### src/rtl/div_pkg.sv
// Shared types and Q-format constants for the Goldschmidt divider controller.
package div_pkg;

  typedef enum logic [2:0] {
    IDLE,
    ISSUE_D,
    ISSUE_N,
    DRAIN,
    CAPTURE,
    ZERO
  } ctrl_state_t;

  localparam int          FRAC_IN   = 15;
  localparam int          FRAC_PROD = 30;
  localparam logic [15:0] ONE_Q15   = 16'h8000;
  localparam logic [15:0] SAT_Q15   = 16'hFFFF;

endpackage

### src/rtl/goldschmidt_ctrl_rne.sv
// Round-to-nearest-even from a Q2.30 product down to Q1.15, saturating on
// carry-out. Must stay bit-identical to the rounder inside the datapath.
module goldschmidt_ctrl_rne
  import div_pkg::*;
(
  input  logic [FRAC_PROD:0] x,
  output logic [15:0]        y
);

  logic        guard;
  logic        sticky;
  logic        inc;
  logic [16:0] sum;

  // Guard/sticky decision, then increment with saturation on overflow
  always_comb begin
    guard  = x[FRAC_IN-1];
    sticky = |x[FRAC_IN-2:0];
    inc    = guard & (sticky | x[FRAC_IN]);
    sum    = {1'b0, x[FRAC_PROD:FRAC_IN]} + {16'h0000, inc};
    y      = sum[16] ? SAT_Q15 : sum[15:0];
  end

endmodule

### src/rtl/goldschmidt_ctrl.sv
// Sequencing controller for the Goldschmidt divider datapath.
//
// state   | meaning
// --------+------------------------------------------------------------
// IDLE    | waiting for start; done pulses here after a completed divide
// ISSUE_D | issue D to the datapath (k loads IA on iter 0, else 2-D)
// ISSUE_N | issue N with k held; advance the iteration count
// DRAIN   | last D*K product lands and is discarded
// CAPTURE | final N*K product lands; latch raw and rounded quotient
// ZERO    | divide-by-zero result cycle; datapath untouched
module goldschmidt_ctrl
  import div_pkg::*;
#(
  parameter int ITERS = 3,
  parameter int CNT_W = $clog2(ITERS + 1)
) (
  input  logic        clk,
  input  logic        reset,
  input  logic        start,
  input  logic [15:0] n_in,
  input  logic [15:0] d_in,
  input  logic [15:0] ia_in,
  input  logic [31:0] dp_result,
  output logic [15:0] dp_n,
  output logic [15:0] dp_d,
  output logic [15:0] dp_ia,
  output logic        dp_kselect,
  output logic        dp_ndselect,
  output logic        busy,
  output logic        done,
  output logic        div_zero,
  output logic [15:0] quotient,
  output logic [31:0] quotient_raw
);

  ctrl_state_t      state;
  logic [CNT_W-1:0] iter;
  logic [15:0]      n_r;
  logic [15:0]      d_r;
  logic [15:0]      ia_r;
  logic [15:0]      rne_res;

  // One rounder serves both operand feedback paths and the final capture.
  goldschmidt_ctrl_rne u_rne (
    .x (dp_result[FRAC_PROD:0]),
    .y (rne_res)
  );

  // Operand bypass: feedback products reach the datapath in their landing cycle
  always_comb begin
    dp_ia = ia_r;
    dp_d  = d_r;
    dp_n  = n_r;
    if (state == ISSUE_D && iter != '0) dp_d = rne_res;
    if (state == ISSUE_N && iter != '0) dp_n = rne_res;
  end

  // Control FSM with registered handshake and datapath-select outputs
  always_ff @(posedge clk or posedge reset) begin
    if (reset) begin
      state        <= IDLE;
      iter         <= '0;
      n_r          <= '0;
      d_r          <= '0;
      ia_r         <= '0;
      busy         <= 1'b0;
      done         <= 1'b0;
      div_zero     <= 1'b0;
      quotient     <= '0;
      quotient_raw <= '0;
      dp_ndselect  <= 1'b1;
      dp_kselect   <= 1'b0;
    end else begin
      done <= 1'b0;
      unique case (state)
        IDLE: begin
          if (start) begin
            n_r      <= n_in;
            d_r      <= d_in;
            ia_r     <= ia_in;
            iter     <= '0;
            busy     <= 1'b1;
            if (d_in == 16'h0000) begin
              // Result is fully known now, so it is presented in cycle 1.
              state        <= ZERO;
              done         <= 1'b1;
              div_zero     <= 1'b1;
              quotient     <= SAT_Q15;
              quotient_raw <= '1;
            end else begin
              state       <= ISSUE_D;
              div_zero    <= 1'b0;
              dp_ndselect <= 1'b0;
              dp_kselect  <= 1'b1;
            end
          end
        end
        ISSUE_D: begin
          if (iter != '0) d_r <= rne_res;
          state       <= ISSUE_N;
          dp_ndselect <= 1'b1;
          dp_kselect  <= 1'b0;
        end
        ISSUE_N: begin
          if (iter != '0) n_r <= rne_res;
          iter <= iter + CNT_W'(1);
          if (iter == CNT_W'(ITERS - 1)) begin
            state <= DRAIN;
          end else begin
            state       <= ISSUE_D;
            dp_ndselect <= 1'b0;
          end
        end
        DRAIN: begin
          state <= CAPTURE;
        end
        CAPTURE: begin
          quotient_raw <= dp_result;
          quotient     <= rne_res;
          done         <= 1'b1;
          busy         <= 1'b0;
          state        <= IDLE;
        end
        ZERO: begin
          busy  <= 1'b0;
          state <= IDLE;
        end
        default: state <= IDLE;
      endcase
    end
  end

endmodule

### config.mk
export PLATFORM = sky130hd
export DESIGN_NAME = goldschmidt_ctrl
export DESIGN_NICKNAME = d
export VERILOG_FILES = /design/src/rtl/div_pkg.sv /design/src/rtl/goldschmidt_ctrl_rne.sv /design/src/rtl/goldschmidt_ctrl.sv
export SDC_FILE = /design/constraint.sdc
export NUM_CORES = 1
export LEC_CHECK = 0
export BUFFER_PORTS_ARGS = -buffer_cell sky130_fd_sc_hd__buf_2
export CORE_MARGIN = 8
export CORE_UTILIZATION = 45
export DETAILED_ROUTE_END_ITERATION = 8
export PLACE_DENSITY = 0.76
export SETUP_SLACK_MARGIN = 0.1
export SYNTH_ARGS = -nofsm -noshare
export SYNTH_HDL_FRONTEND = slang
export SYNTH_SLANG_ARGS = --single-unit
export TNS_END_PERCENT = 30
### constraint.sdc
create_clock -name clk -period 3.3 [get_ports clk]
set_clock_uncertainty 0.05 [all_clocks]
set_input_delay 0.66 -clock clk [delete_from_list [all_inputs] [get_ports clk]]
set_output_delay 0.66 -clock clk [all_outputs]
set_load 0.01 [all_outputs]
==> summary.md <==
| Metric | Value |
|---|---|
| Clk_lat worst skew | 0.35 ns |
| CP max stage cell | o32ai_1 |
| Clock power frac | 0.188 |
| Synth Cell Area | around 0.0052 sq mm |
| Part of the power in registers | 0.351 |
| Ant diodes | 0 |
| Worst hold slack | 0.346 ns |
| Multiplexer area fraction after synthesis | 0.0487 |
| # hold bufs at CTS | 0 |
| Num rows | 39 |
| Post-synth EDFFs | 0 |
| DR pass1 iterations | 4 |
| Crit Reg-Reg Startpoint | state[1]$_DFFE_PP0P_ |
| Critical Path RT | 2.59 ns |
| Slew at the pin with the worst max-slew slack | a little under 0.9 ns |
| Clock sinks | ~110 |
| Most frequent cells in the layout | 183 x buf_2, 105 x dfrtp_1, 77 x nand2_1 |
| Initial DRC count | approximately 330 |
| Sw frac | 0.385 |
| Unrepaired setup endpoints after global routing | no |
| Die extent in x | ~120 um |
| Die Ht | between 100 and 150 um |
| Most used DFF post-synth | dfrtp_1 |
| Via Count | between 4000 and 5000 |
| Crit-path max FO | 7 |
| Aggregate global routing overflow | 0 |
| Pleak | 3.14 nW |
| All-Layer GR Usage | 0.216 |
| Crit-path cells | buf_2, and2_1, ha_1, and3_4, nand2_2, nor3_1, o32ai_1, buf_4, o21ai_0, buf_2 |
| Number of global-route vias before repair | ~4800 |
| Max-slew headroom | 0.419 |
| CTS root buf | clkbuf_16 |
| Synth unique cells | 53 |
| Post-Synth Adder-Cell Area | 0.00727 |
| CP startpoint | dp_result[15] |
| Cell mode on critical path | buf_2 |
| Post-synthesis compound-gate area fraction | 0.216 |
| Starting Density | 0.456 |
| Max Cap Viol | 0 |
| Worst hold path type | input pin to asynchronous set/reset pin |
| Final hold violation count | 0 |
| Placed insts | between 800 and 900 |
| Combinational cell fraction of total power | 0.461 |
| First-pass GRT wire length | 25600 um |
| Reg2reg path depth | 6 |
| Buffers on Ports | between 150 and 200 |
| Peak Freq | between 0.3 and 0.4 GHz |
| Hpwl dp | approximately 12000 um |
| RR Endpoint | quotient[6]$_DFFE_PP0P_ |
| Worst-path clk slew | 0.07 ns |
| Largest net degree at the start of global routing | 50 |
| CTS tree | done |
| Initial antenna violation count | 1 |
| End of the critical path | dp_n[11] |
| Commonest non-fill, non-tap cell in the layout | buf_2 |
| Setup tns final | 0 ns |
| Ys async rst share | 1.00 |
| Setup violators final | 0 |
| DRC errors left | 0 |
| FF+latch count, synth | 106 |
| Routed wire length | 16300 um |
| Total I/O pin count | about 180 |
| R2r setup slk | 1.26 ns |
| Core area | approximately 0.011 sq mm |
| Type of origin of the critical path | input pin |
| Final #Nets | roughly 780 |
| CP arrival | around 2.4 ns |
| Die area | roughly 0.015 sq mm |
| Final period util | 0.939 |
| Syn Nets | 593 |
| DRT antenna net count | 0 |
| Final std cells w/o fill | about 840 |
| Clock tree buffer depth | 2 |
| Largest family of logic cells by synthesized area | compound AO/OA/AOI/OAI gates |
| Setup CP Type | input pin to output port |
| CTS Buf Count | 9 |
| Sw power | approximately 2.5 mW |
| Status | finished, final reports clean |
| Ys Warns | 0 |
| Register area share after synthesis | 0.514 |
| Avg WL per Cell | between 15 and 20 um |
| Final Max Slew Viols | 0 |
| Layout cells sized above 1 | 0.382 |
| Avg Cell Area, Syn | between 10 and 15 sq um |
| Crit path largest cell delay | about 0.33 ns |
| PwrDens | 981 mW/mm^2 |
| Simple-Gate Fraction of Synth Area | 0.164 |
| CP Capture Type | output port |
| Synth Instances | 507 |
| H-tree Lvls | 3 |
| Tmin final | a little over 3 ns |
| Area Growth Syn to Fin | 29.3% |
| Routability Congestion | around 0.9 |
| Vias per cell | between 5 and 6 |
| Worst VDD drop | around 0.47 mV |
| XOR/XNOR share of the synthesized area | 0.0102 |
| Internal power | 4.03 mW |
critical path: cells and delay by family:
| kind | cells | cell delay [ns] |
|---|---|---|
| compound gates | 2 | 0.42 |
| fa+ha+maj | 1 | 0.21 |
| buf+inv | 3 | 0.48 |
| simple gates | 4 | 0.62 |
worst min-delay path by stage:
stage	end	cells after the start
floorplan	iter[0]$_DFFE_PP0P_	1
global placement	iter[0]$_DFFE_PP0P_	1
detailed placement	iter[0]$_DFFE_PP0P_	1
CTS	dp_ia[7]$_DFFE_PP0P_	2
global route	dp_ia[7]$_DFFE_PP0P_	2
finish	dp_ia[7]$_DFFE_PP0P_	2
metal layers:
layer | wire length (um) | global-route usage
met5 | 13 | 0
met4 | 379 | 0.0858
met3 | 1390 | 0.0557
met2 | 8060 | 0.363
met1 | 6490 | 0.262
final cells by class:
| cell class | instances | area (sq um) |
|---|---|---|
| clock buffers | 9 | 225 |
| clock inverters | 7 | 118 |
| fillers | 1012 | 4640 |
| inverters | 6 | 26.3 |
| multi-input cells | 361 | 2330 |
| flip-flops and latches | 106 | 2650 |
| well taps | 143 | 179 |
| repair buffers | 212 | 1150 |
cell usage after synthesis, drive strengths merged, types with 4 or more instances:
cell     instances  area [sq um]
nor2            27           118
a31oi            8          50.1
nand3           10          50.1
o21ai           59           295
nor4             6          37.5
o211ai           8          60.1
mux2            17           191
nand4            8          50.1
xnor2            6          52.6
a21oi           15          78.8
nor2b            4          25.0
o32a             4          40.0
and4             5          43.8
buf             14           105
and3             4          25.0
a2bb2oi         13           170
mux2i            6          60.1
o22a            31           272
clkbuf          20          75.1
nor3            10          61.3
o21a             7          52.6
and2            10          62.6
or3              4          30.0
inv              6          22.5
nand2           79           304
dfrtp          105          2630
registers in the layout, summed over array words and instances, names as in the netlist, 2 cells and up:
register      flops
quotient         16
d_r              16
state             3
quotient_raw     32
iter              2
n_r              16
dp_ia            16
power by group through the flow:
stage / combinational (mW) / clock (mW) / sequential, mW
floorplan: 1.62 / 0 / 2.48
global placement: 2.96 / 0 / 2.28
detailed placement: 3.04 / 0 / 2.32
CTS: 3.05 / 1.25 / 2.30
global route: 3.32 / 1.29 / 2.38
finish: 3.02 / 1.23 / 2.30
cells by family after synthesis:
kind of cell,count (synthesis)
compound gates,157
xor+xnor,6
fa+ha+maj,3
buf+inv,40
flops,106
mux,23
simple gates,172
metrics by stage:
step,instance area (sq um),setup slack [ns],power [mW],util
finish,6680,0.201,6.55,0.590
global route,6680,0.116,6.99,0.590
CTS,6640,0.109,6.60,0.587
detailed placement,6300,0.0159,5.36,0.556
global placement,6300,0.0671,5.24,0.556
floorplan,5170,0.420,4.10,-
what timing repair did:
action | in CTS | in global routing
endpoints found under the setup margin | 8 | 23
pin swaps | 0 | 1
buffers inserted | 0 | 2
gates cloned | 0 | 0
resized for setup | 1 | 6
(Power assumes the default switching activity.)
